<file path="src/rtl/dlx_pkg.sv">
// Shared types and constants for the DLX hazard-control slice.
// No logic; compile-time definitions only.
// Not applicable: no handshake lives here.
package dlx_pkg;

  // Architectural register-index width and the hard-wired zero register.
  localparam int REG_W = 5;
  localparam logic [REG_W-1:0] REG_ZERO = '0;

  // Hazard controller states. HOLD remembers where to resume via ret_state.
  typedef enum logic [1:0] {
    ST_RUN   = 2'd0,
    ST_STALL = 2'd1,
    ST_HOLD  = 2'd2
  } state_t;

endpackage

</file>
<file path="src/rtl/dlx_hazard_ctrl_if.sv">
// Bundle of pipeline fields into, and control/debug outputs out of, the hazard controller.
// Pure wiring, zero latency.
// No backpressure: the controller itself is the pipeline's backpressure source.
interface dlx_hazard_ctrl_if #(
  parameter int CNT_W = 32
);
  import dlx_pkg::*;

  // Pipeline fields observed by the controller
  logic [REG_W-1:0] ifid_rs1;
  logic [REG_W-1:0] ifid_rs2;
  logic             ifid_uses_rs2;
  logic             idex_mem_read;
  logic [REG_W-1:0] idex_rt;
  logic             exmem_branch;
  logic             exmem_zero;
  logic             mem_busy;

  // Pipeline register controls
  logic             pc_write;
  logic             ifid_write;
  logic             pipe_en;
  logic             idex_bubble;
  logic             ifid_flush;
  logic             idex_flush;
  logic             exmem_flush;
  logic             pc_sel_branch;

  // Debug event counters
  logic [CNT_W-1:0] stall_cnt;
  logic [CNT_W-1:0] flush_cnt;
  logic [CNT_W-1:0] hold_cnt;

  // Pipeline side: drives the fields, consumes the controls
  modport master (
    output ifid_rs1, ifid_rs2, ifid_uses_rs2, idex_mem_read, idex_rt,
           exmem_branch, exmem_zero, mem_busy,
    input  pc_write, ifid_write, pipe_en, idex_bubble, ifid_flush,
           idex_flush, exmem_flush, pc_sel_branch,
           stall_cnt, flush_cnt, hold_cnt
  );

  // Hazard controller side
  modport slave (
    input  ifid_rs1, ifid_rs2, ifid_uses_rs2, idex_mem_read, idex_rt,
           exmem_branch, exmem_zero, mem_busy,
    output pc_write, ifid_write, pipe_en, idex_bubble, ifid_flush,
           idex_flush, exmem_flush, pc_sel_branch,
           stall_cnt, flush_cnt, hold_cnt
  );

endinterface

</file>
<file path="src/rtl/sat_counter.sv">
// Saturating up-counter for debug event statistics.
// Count visible one cycle after inc; clr is synchronous and wins over inc.
// No backpressure: sticks at all-ones instead of wrapping.
module sat_counter #(
  parameter int W = 32
) (
  input  logic         clk,
  input  logic         clr,
  input  logic         inc,
  output logic [W-1:0] cnt
);

  logic [W-1:0] r_cnt;

  // Clear, or count up until all-ones and hold there
  always_ff @(posedge clk) begin
    if (clr) begin
      r_cnt <= '0;
    end else if (inc && (r_cnt != {W{1'b1}})) begin
      r_cnt <= r_cnt + W'(1);
    end
  end

  assign cnt = r_cnt;

endmodule

</file>
<file path="src/rtl/dlx_hazard_ctrl.sv">
// DLX hazard controller: load-use stalls, MEM-resolved branch flushes, data-memory freezes.
// Controls are combinational (same cycle); state and counters update on the next edge.
// mem_busy freezes everything (HOLD) and resumes the interrupted RUN/STALL with remain intact.
module dlx_hazard_ctrl #(
  parameter int LOAD_STALL = 1,
  parameter int CNT_W      = 32
) (
  input  logic             clk,
  input  logic             reset,
  dlx_hazard_ctrl_if.slave bus
);
  import dlx_pkg::*;

  // Remain value loaded on the first stall cycle: the cycles still owed after this one.
  localparam logic [2:0] STALL_INIT = 3'(LOAD_STALL - 1);

  state_t     r_state;
  state_t     r_ret_state;
  logic [2:0] r_remain;

  state_t     w_nxt_state;
  state_t     w_nxt_ret;
  logic [2:0] w_nxt_remain;
  state_t     w_eff_state;
  logic       w_lu;
  logic       w_tk;
  logic       w_stall_inc;
  logic       w_flush_inc;
  logic       w_hold_inc;

  logic w_pc_write, w_ifid_write, w_pipe_en, w_idex_bubble;
  logic w_ifid_flush, w_idex_flush, w_exmem_flush, w_pc_sel_branch;

  assign w_lu = bus.idex_mem_read && (bus.idex_rt != REG_ZERO) &&
                ((bus.idex_rt == bus.ifid_rs1) ||
                 (bus.ifid_uses_rs2 && (bus.idex_rt == bus.ifid_rs2)));
  assign w_tk = bus.exmem_branch && bus.exmem_zero;

  // Leaving HOLD behaves exactly like the state that was interrupted.
  assign w_eff_state = (r_state == ST_HOLD) ? r_ret_state : r_state;

  // Next-state and control outputs, priority reset > mem_busy > taken branch > load-use/STALL
  always_comb begin
    w_pc_write      = 1'b1;
    w_ifid_write    = 1'b1;
    w_pipe_en       = 1'b1;
    w_idex_bubble   = 1'b0;
    w_ifid_flush    = 1'b0;
    w_idex_flush    = 1'b0;
    w_exmem_flush   = 1'b0;
    w_pc_sel_branch = 1'b0;
    w_nxt_state     = r_state;
    w_nxt_ret       = r_ret_state;
    w_nxt_remain    = r_remain;
    w_stall_inc     = 1'b0;
    w_flush_inc     = 1'b0;
    w_hold_inc      = 1'b0;

    if (reset) begin
      w_pc_write    = 1'b0;
      w_ifid_write  = 1'b0;
      w_pipe_en     = 1'b0;
      w_idex_bubble = 1'b1;
    end else if (bus.mem_busy) begin
      w_pc_write   = 1'b0;
      w_ifid_write = 1'b0;
      w_pipe_en    = 1'b0;
      // Capture the resume point only when first entering HOLD.
      if (r_state != ST_HOLD) begin
        w_nxt_ret = (r_state == ST_RUN) ? ST_RUN : ST_STALL;
      end
      w_nxt_state = ST_HOLD;
      w_hold_inc  = 1'b1;
    end else if (w_tk) begin
      // Branch flush also cancels any pending load stall; flush beats bubble.
      w_pc_sel_branch = 1'b1;
      w_ifid_flush    = 1'b1;
      w_idex_flush    = 1'b1;
      w_exmem_flush   = 1'b1;
      w_nxt_state     = ST_RUN;
      w_nxt_remain    = '0;
      w_flush_inc     = 1'b1;
    end else if (w_eff_state == ST_STALL) begin
      // lu is not re-checked here: ID/EX already carries a bubble.
      w_pc_write    = 1'b0;
      w_ifid_write  = 1'b0;
      w_idex_bubble = 1'b1;
      w_stall_inc   = 1'b1;
      w_nxt_remain  = r_remain - 3'd1;
      w_nxt_state   = (r_remain == 3'd1) ? ST_RUN : ST_STALL;
    end else begin
      w_nxt_state = ST_RUN;
      if (w_lu) begin
        w_pc_write    = 1'b0;
        w_ifid_write  = 1'b0;
        w_idex_bubble = 1'b1;
        w_stall_inc   = 1'b1;
        if (LOAD_STALL > 1) begin
          w_nxt_state  = ST_STALL;
          w_nxt_remain = STALL_INIT;
        end
      end
    end
  end

  // State register; reset overrides any in-flight STALL or HOLD
  always_ff @(posedge clk) begin
    if (reset) begin
      r_state     <= ST_RUN;
      r_ret_state <= ST_RUN;
      r_remain    <= '0;
    end else begin
      r_state     <= w_nxt_state;
      r_ret_state <= w_nxt_ret;
      r_remain    <= w_nxt_remain;
    end
  end

  assign bus.pc_write      = w_pc_write;
  assign bus.ifid_write    = w_ifid_write;
  assign bus.pipe_en       = w_pipe_en;
  assign bus.idex_bubble   = w_idex_bubble;
  assign bus.ifid_flush    = w_ifid_flush;
  assign bus.idex_flush    = w_idex_flush;
  assign bus.exmem_flush   = w_exmem_flush;
  assign bus.pc_sel_branch = w_pc_sel_branch;

  sat_counter #(.W(CNT_W)) u_stall_cnt (
    .clk (clk),
    .clr (reset),
    .inc (w_stall_inc),
    .cnt (bus.stall_cnt)
  );

  sat_counter #(.W(CNT_W)) u_flush_cnt (
    .clk (clk),
    .clr (reset),
    .inc (w_flush_inc),
    .cnt (bus.flush_cnt)
  );

  sat_counter #(.W(CNT_W)) u_hold_cnt (
    .clk (clk),
    .clr (reset),
    .inc (w_hold_inc),
    .cnt (bus.hold_cnt)
  );

endmodule

</file>
<file path="src/flat_wrapper.sv">
// flat-port wrapper written by rule: the top's interface ports become plain ports
module dlx_hazard_ctrl_flat import dlx_pkg::*;
#(
  parameter int LOAD_STALL = 1,
  parameter int CNT_W      = 32
)
  (clk, reset, bus_ifid_rs1, bus_ifid_rs2, bus_ifid_uses_rs2, bus_idex_mem_read, bus_idex_rt, bus_exmem_branch, bus_exmem_zero, bus_mem_busy, bus_pc_write, bus_ifid_write, bus_pipe_en, bus_idex_bubble, bus_ifid_flush, bus_idex_flush, bus_exmem_flush, bus_pc_sel_branch, bus_stall_cnt, bus_flush_cnt, bus_hold_cnt);
  dlx_hazard_ctrl_if #(.CNT_W(CNT_W)) bus_i ();
  input  logic clk;
  input  logic reset;
  input wire logic [$bits(bus_i.ifid_rs1)-1:0] bus_ifid_rs1;
  input wire logic [$bits(bus_i.ifid_rs2)-1:0] bus_ifid_rs2;
  input wire logic [$bits(bus_i.ifid_uses_rs2)-1:0] bus_ifid_uses_rs2;
  input wire logic [$bits(bus_i.idex_mem_read)-1:0] bus_idex_mem_read;
  input wire logic [$bits(bus_i.idex_rt)-1:0] bus_idex_rt;
  input wire logic [$bits(bus_i.exmem_branch)-1:0] bus_exmem_branch;
  input wire logic [$bits(bus_i.exmem_zero)-1:0] bus_exmem_zero;
  input wire logic [$bits(bus_i.mem_busy)-1:0] bus_mem_busy;
  output wire logic [$bits(bus_i.pc_write)-1:0] bus_pc_write;
  output wire logic [$bits(bus_i.ifid_write)-1:0] bus_ifid_write;
  output wire logic [$bits(bus_i.pipe_en)-1:0] bus_pipe_en;
  output wire logic [$bits(bus_i.idex_bubble)-1:0] bus_idex_bubble;
  output wire logic [$bits(bus_i.ifid_flush)-1:0] bus_ifid_flush;
  output wire logic [$bits(bus_i.idex_flush)-1:0] bus_idex_flush;
  output wire logic [$bits(bus_i.exmem_flush)-1:0] bus_exmem_flush;
  output wire logic [$bits(bus_i.pc_sel_branch)-1:0] bus_pc_sel_branch;
  output wire logic [$bits(bus_i.stall_cnt)-1:0] bus_stall_cnt;
  output wire logic [$bits(bus_i.flush_cnt)-1:0] bus_flush_cnt;
  output wire logic [$bits(bus_i.hold_cnt)-1:0] bus_hold_cnt;
  assign bus_i.ifid_rs1 = bus_ifid_rs1;
  assign bus_i.ifid_rs2 = bus_ifid_rs2;
  assign bus_i.ifid_uses_rs2 = bus_ifid_uses_rs2;
  assign bus_i.idex_mem_read = bus_idex_mem_read;
  assign bus_i.idex_rt = bus_idex_rt;
  assign bus_i.exmem_branch = bus_exmem_branch;
  assign bus_i.exmem_zero = bus_exmem_zero;
  assign bus_i.mem_busy = bus_mem_busy;
  assign bus_pc_write = bus_i.pc_write;
  assign bus_ifid_write = bus_i.ifid_write;
  assign bus_pipe_en = bus_i.pipe_en;
  assign bus_idex_bubble = bus_i.idex_bubble;
  assign bus_ifid_flush = bus_i.ifid_flush;
  assign bus_idex_flush = bus_i.idex_flush;
  assign bus_exmem_flush = bus_i.exmem_flush;
  assign bus_pc_sel_branch = bus_i.pc_sel_branch;
  assign bus_stall_cnt = bus_i.stall_cnt;
  assign bus_flush_cnt = bus_i.flush_cnt;
  assign bus_hold_cnt = bus_i.hold_cnt;
  dlx_hazard_ctrl #(.LOAD_STALL(LOAD_STALL), .CNT_W(CNT_W)) u_core (.clk(clk), .reset(reset), .bus(bus_i));
endmodule
</file>
<file path="config.mk">
export PLATFORM = sky130hd
export DESIGN_NAME = dlx_hazard_ctrl_flat
export DESIGN_NICKNAME = d
export VERILOG_FILES = /design/src/rtl/dlx_pkg.sv /design/src/rtl/dlx_hazard_ctrl_if.sv /design/src/rtl/sat_counter.sv /design/src/rtl/dlx_hazard_ctrl.sv /design/src/flat_wrapper.sv
export SDC_FILE = /design/constraint.sdc
export NUM_CORES = 1
export LEC_CHECK = 0
export ABC_AREA = 0
export CORE_UTILIZATION = 51
export DETAILED_ROUTE_END_ITERATION = 8
export PLACE_DENSITY = 0.85
export RECOVER_POWER = 100
export SLEW_MARGIN = 30
export SYNTH_ARGS = -nofsm -noshare
export SYNTH_HDL_FRONTEND = slang
export SYNTH_HIERARCHICAL = 1
export SYNTH_SLANG_ARGS = --single-unit
</file>
<file path="constraint.sdc">
create_clock -name clk -period 3.8 [get_ports clk]
set_input_delay 0.76 -clock clk [delete_from_list [all_inputs] [get_ports clk]]
set_output_delay 0.76 -clock clk [all_outputs]
set_load 0.05 [all_outputs]
</file>
Word-level counts from Yosys, hierarchy flattened:

Cells that the tools add are included.

* $add $sub $neg: 4
* eq/ne operators: 9
* muxes and demuxes: 26
* bitwise operators: 2
* reduce and logical (&&, ||, !) cells: 14

Operator list (count)
* 32-bit by 1-bit adder with 32-bit output (second input constant): 3
* 32-bit inequality test (second input constant): 3
* 1-bit two-way mux: 20
* 5-bit == test: 2
* 2-bit two-way mux: 4
* 1-bit logical AND: 7
* 3-bit two-way mux: 2
* 5-bit nonzero test: 1
* 2-bit AND reduction: 2
* 4-bit OR reduction: 1
* 3-bit by 1-bit == test with 1-bit output (second input constant): 1
* 3-bit by 1-bit subtractor with 3-bit output (second input constant): 1
* 2-bit by 1-bit == test with 1-bit output (second input constant): 1
* 2-bit == test (second input constant): 1
* 2-bit logical NOT: 1
* 2-bit inequality test (second input constant): 1
* 1-bit inverter: 2
* 2-bit nonzero test: 1
* 1-bit logical OR: 1

* bits in registers: 103
* input port bits: 22
* output and inout port bits: 104
* logic and storage cells: 62

Logic depth before layout (Yosys ltp):

* depth in word-level cells: 10
* gate-level depth with buffers: 9
* depth with buffers taken out: 9

Modules after synthesis:

The synthesis kept the hierarchy.

Modules (own cells, without submodules)
* sat_counter: times used 3, cells each 199, area each 1674.1 um2, seq. area each 640.6 um2
* dlx_hazard_ctrl: times used 1, cells each 66, area each 513.0 um2, seq. area each 120.1 um2

Worst setup path after synthesis:

No wires, ideal clock.

* path type: input port to flip-flop
* start: in reset
* end: reg u_core.u_flush_cnt.r_cnt[31], in the netlist u_core/u_flush_cnt/cnt[31]
* setup time: 121 ps
* arrival: 4175 ps
* required time: 3679 ps
* slack: -496 ps
* stages: 7
* path buffers: 1
* path through: buf_6 -> nor3_1 -> nand4_1 -> nor4_2 -> nand4_1 -> nor4_1 -> mux2_2

* word-level cells in the longest chain between the ends: 2

RTL lines
* start: declaration: RTL line flat_wrapper.sv:10 `input logic reset;`
* 1-bit two-way mux
* via bus_exmem_flush: RTL line flat_wrapper.sv:25 `output wire logic [$bits(bus_i.exmem_flush)-1:0] bus_exmem_flush;`
* 1-bit logical AND: RTL line sat_counter.sv:19 `end else if (inc && (r_cnt != {W{1'b1}})) begin`
* end signal: assignment: RTL line sat_counter.sv:20 `r_cnt <= r_cnt + W'(1);`
* end: declaration: RTL line sat_counter.sv:13 `logic [W-1:0] r_cnt;`

The timed path passes the listed nets, and every way through them passes these cells.
A chain may end at the register's enable or synchronous reset.

Final worst setup path:

* start: in bus_idex_rt[1]
* end: out bus_ifid_write

* word-level cells in the longest chain between the ends: 9
* elaborated cells between the ends (all ways): 12
* those cells by class: eq/ne: 2; mux: 5; reduce/logical: 5

RTL lines
* start: declaration: RTL line flat_wrapper.sv:15 `input wire logic [$bits(bus_i.idex_rt)-1:0] bus_idex_rt;`
* 5-bit == test: RTL line dlx_hazard_ctrl.sv:36 `(bus.ifid_uses_rs2 && (bus.idex_rt == bus.ifid_rs2)));`
* 1-bit logical AND: RTL line dlx_hazard_ctrl.sv:36
* 1-bit logical OR: RTL line dlx_hazard_ctrl.sv:35 `((bus.idex_rt == bus.ifid_rs1) ||`
* 1-bit logical AND (*): RTL line dlx_hazard_ctrl.sv:34 `assign w_lu = bus.idex_mem_read && (bus.idex_rt != REG_ZERO) &&`
* 1-bit two-way mux (*): RTL line dlx_hazard_ctrl.sv:93 `if (w_lu) begin`
* 1-bit two-way mux (*): RTL line dlx_hazard_ctrl.sv:83 `end else if (w_eff_state == ST_STALL) begin`
* 1-bit two-way mux (*): RTL line dlx_hazard_ctrl.sv:74 `end else if (w_tk) begin`
* 1-bit two-way mux (*): RTL line dlx_hazard_ctrl.sv:64 `end else if (bus.mem_busy) begin`
* 1-bit two-way mux (*): RTL line dlx_hazard_ctrl.sv:59 `if (reset) begin`
* end: declaration: RTL line flat_wrapper.sv:20 `output wire logic [$bits(bus_i.ifid_write)-1:0] bus_ifid_write;`

Mark *: on every way between the ends. The rest lies on a longest branch, timed or not.

==> key figures <==
Placement
  – Port Buffer Count: 125
  – Number of placed instances, taps included: 902
  – Routability congestion estimate: 0.849
  – Placed wire-length estimate: 10,500 um

STA
  – Final Skew: 0.0153 ns
  – Pins over their slew limit: 0
  – Fmax: 281 MHz
  – Endpoints failing hold: 0
  – Number of endpoints failing setup at the final stage: 0
  – Slew @ Worst Pin: 1.34 ns
  – Fin crit share: 93.7%
  – Time the worst path needs with I/O delays and setup: 3.56 ns
  – Post-route setup TNS: 0 ns
  – Slew headroom: 9.76%
  – Setup repair after global routing missed its margin: false

Synth
  – Area of the mapped netlist: 5540 sq um
  – Number of register bits inferred by synthesis: 102
  – Post-synthesis async set-or-reset flop share: 0%
  – Distinct cell type count of the synthesized netlist: 51
  – Post-synth top area share: 36.9%
  – Net count after synthesis: 690
  – Largest cells by area after synthesis: sky130_fd_sc_hd__dfxtp_1, sky130_fd_sc_hd__a21oi_1, sky130_fd_sc_hd__or4_1
  – Leading post-synthesis cells by instance count: sky130_fd_sc_hd__dfxtp_1, sky130_fd_sc_hd__a21oi_1, sky130_fd_sc_hd__nor2_1
  – Syn Area/Cell: 8.35 sq um
  – Top flip-flop cell by instance count after synthesis: sky130_fd_sc_hd__dfxtp_1
  – Cell accounting for the most synthesized area: sky130_fd_sc_hd__dfxtp_1
  – Gate Count Post-Synth: 663
  – Part of the Yosys area used for sequential elements: 36.9%
  – Most numerous cell in the Yosys netlist: sky130_fd_sc_hd__dfxtp_1
  – Yosys warning count: 6
  – Number of enable flip-flop cells after synthesis: 0

Setup path
  – Setup crit start kind: input port
  – Register-to-Register Setup Slack: 0.65 ns
  – Startpoint-to-endpoint class of the critical path: in2out
  – Worst-path fanout max: 3
  – Arrival time reported for the critical path endpoint: 2.80 ns
  – Required time reported for the critical path endpoint: 3.04 ns
  – Type of element capturing the critical path: output port

Pwr
  – Worst voltage drop across the vdd grid: 0.200 mV
  – Ratio of total power to cell area: 276 nW/um^2
  – Relative contribution of combinational cells to total power: 5.5%
  – Share of power burned in the clock network: 38.7%
  – Sw Ratio: 23.0%
  – Sw power: 0.443 mW
  – Internal: 1.48 mW
  – Fraction of power consumed by sequential logic: 55.8%
  – Leakage power summed over all cells: 2.39 nW

GRT
  – Pin count of the biggest net entering global routing: 60
  – Number of antenna violations at the first check in global routing: 0
  – Vias in the first global route: 5,184
  – First-pass GRT wire length: 24,200 um
  – GRT Residual Overflow: 0
  – Overall fraction of global-route tracks in use: 25.8%

Route
  – Number of DRC markers in iteration 0: 303
  – DRC violations left: 0
  – Vias: 5,720
  – Avg Vias per Cell: 6.24
  – First drt pass iteration count: 8
  – Wire per inst: 15.9 um
  – Post-DRT Antenna Nets: 0
  – Wirelength, routed: 14,500 um

Layout
  – Area growth from synthesis to layout: 25.8%
  – Fraction of layout cells with a size suffix above 1: 4.74%
  – Final layout net count: 804
  – Ant diodes: 0
  – Fraction of the core area covered by cells at the end of the flow: 66.8%
  – Number of cells in the finished layout apart from fillers: 917
  – Area taken by flip-flops and latches: 2040 sq um
  – Combined area of the multi-input logic cells: 3200 sq um
  – Fillers: 894

Die
  – Initial core utilization: 53.1%
  – Die Ht: 106 um
  – DIE AREA: 11,300 sq um
  – Core region area: 10,400 sq um
  – Std-Cell Rows: 37
  – Die X-Extent: 106 um
  – I/O pin count: 126

Clocking
  – Num Clock Sinks: 102
  – Total of hold buffers inserted after clock tree synthesis: 0
  – Total of cells resized after clock tree synthesis: 0
  – Count of buffers added by post-CTS timing repair for setup: 0
  – Clock buffer depth: 2
  – Clock input transition at the sequential cells of the worst setup and hold paths: 0.08 ns
  – Latest clock arrival within the worst-skew pair: 0.37 ns
  – Total CTS buffers: 9
  – CTS root buffer: sky130_fd_sc_hd__clkbuf_8
  – H-tree depth: 3
  – Clock tree from TritonCTS: yes

Run
  – Max-cap violation count: 0

Worst hold path
  – Class of the worst hold path: reg2reg

Run status
  – Outcome: finished clean
## cell type report
cell class / count / area share [%]
clock buffer: 10 / 1.83
multi-input combinational: 512 / 46.0
inverter: 11 / 0.593
sequential: 102 / 29.3
timing repair buffer: 141 / 18.6
clock inverter: 5 / 1.20
tap: 136 / 2.44
## placed cells by master, fill, tap and decap left out, drive strengths merged, types with 4 or more instances in the layout
cell type	count
nor4	16
nand2b	4
a2111oi	6
clkbuf	28
dlygate4sd3	98
buf	6
and3	12
o21ai	26
clkdlybuf4s50	19
nand2	36
or3	34
xor2	12
and4	12
nand3	44
nor3	8
or4	37
nor3b	6
xnor2	19
nor2b	6
o31ai	36
a21oi	69
nor2	49
ha	5
dfxtp	102
nand4	30
inv	12
mux2	6
and2	4
a211oi	4
## metrics by stage
step	cell area (sq um)	hold slack (ns)	setup WS [ns]	power [mW]
after global routing	6960	0.525	0.160	1.99
after global placement	6930	0.456	0.207	1.21
after floorplan	5540	0.439	0.0488	1.16
after detailed placement	6930	0.459	0.0590	1.21
after CTS	7140	0.479	0.445	1.94
final	6960	0.481	0.238	1.92
## state kept, by name, summed over array words and instances (netlist names)
| signal | cells |
|---|---|
| u_core/r_state | 2 |
| u_core/r_ret_state | 1 |
| u_core/r_remain | 3 |
| u_core/u_flush_cnt/cnt | 32 |
| u_core/u_stall_cnt/cnt | 32 |
| u_core/u_hold_cnt/cnt | 32 |
## layer usage
layer | GRT usage (%) | vias up | part of all wire, %
li1 | - | 2757 | -
met1 | 33.0 | 2734 | 44
met2 | 42.8 | 202 | 48
met3 | 5.03 | 27 | 6.0
met4 | 9.92 | 0 | 1.8
met5 | 0 | - | 0
## path summary, 6_finish.rpt
kind,from,endpoint,depth (start not counted)
worst min register to register,u_core/r_ret_state[0],u_core/r_ret_state[0],2
worst min-delay path,u_core/r_ret_state[0],u_core/r_ret_state[0],2
worst max register to register,u_core/u_hold_cnt/cnt[21],u_core/u_hold_cnt/cnt[23],6
worst max-delay path,bus_idex_rt[1],bus_ifid_write,6
## power by group through the flow
stage	clock [mW]	combinational (mW)	sequential, mW
floorplan	0	0.0587	1.10
global placement	0	0.109	1.10
detailed placement	0	0.113	1.10
CTS	0.756	0.113	1.07
global route	0.804	0.113	1.07
finish	0.745	0.105	1.07
## cell families (layout without fill, tap and decap cells)
kind of cell | count (synthesis) | in the layout | share of synthesized area [%]
adders and majority gates | 5 | 5 | 1.13
and+or+nand+nor | 306 | 306 | 32.4
AOI/OAI and AO/OA | 161 | 161 | 18.9
buffers and inverters | 49 | 167 | 3.93
xor gates and xnor gates | 31 | 31 | 4.91
DFF | 102 | 102 | 36.9
muxes | 9 | 9 | 1.76
## critical path, stage by stage
cell	delay, ns
sky130_fd_sc_hd__clkdlybuf4s50_1	0.46
sky130_fd_sc_hd__or4_1	0.53
sky130_fd_sc_hd__o21a_1	0.22
sky130_fd_sc_hd__nand2_1	0.07
sky130_fd_sc_hd__o221a_1	0.26
sky130_fd_sc_hd__clkbuf_1	0.49
(Power assumes the default switching activity.)
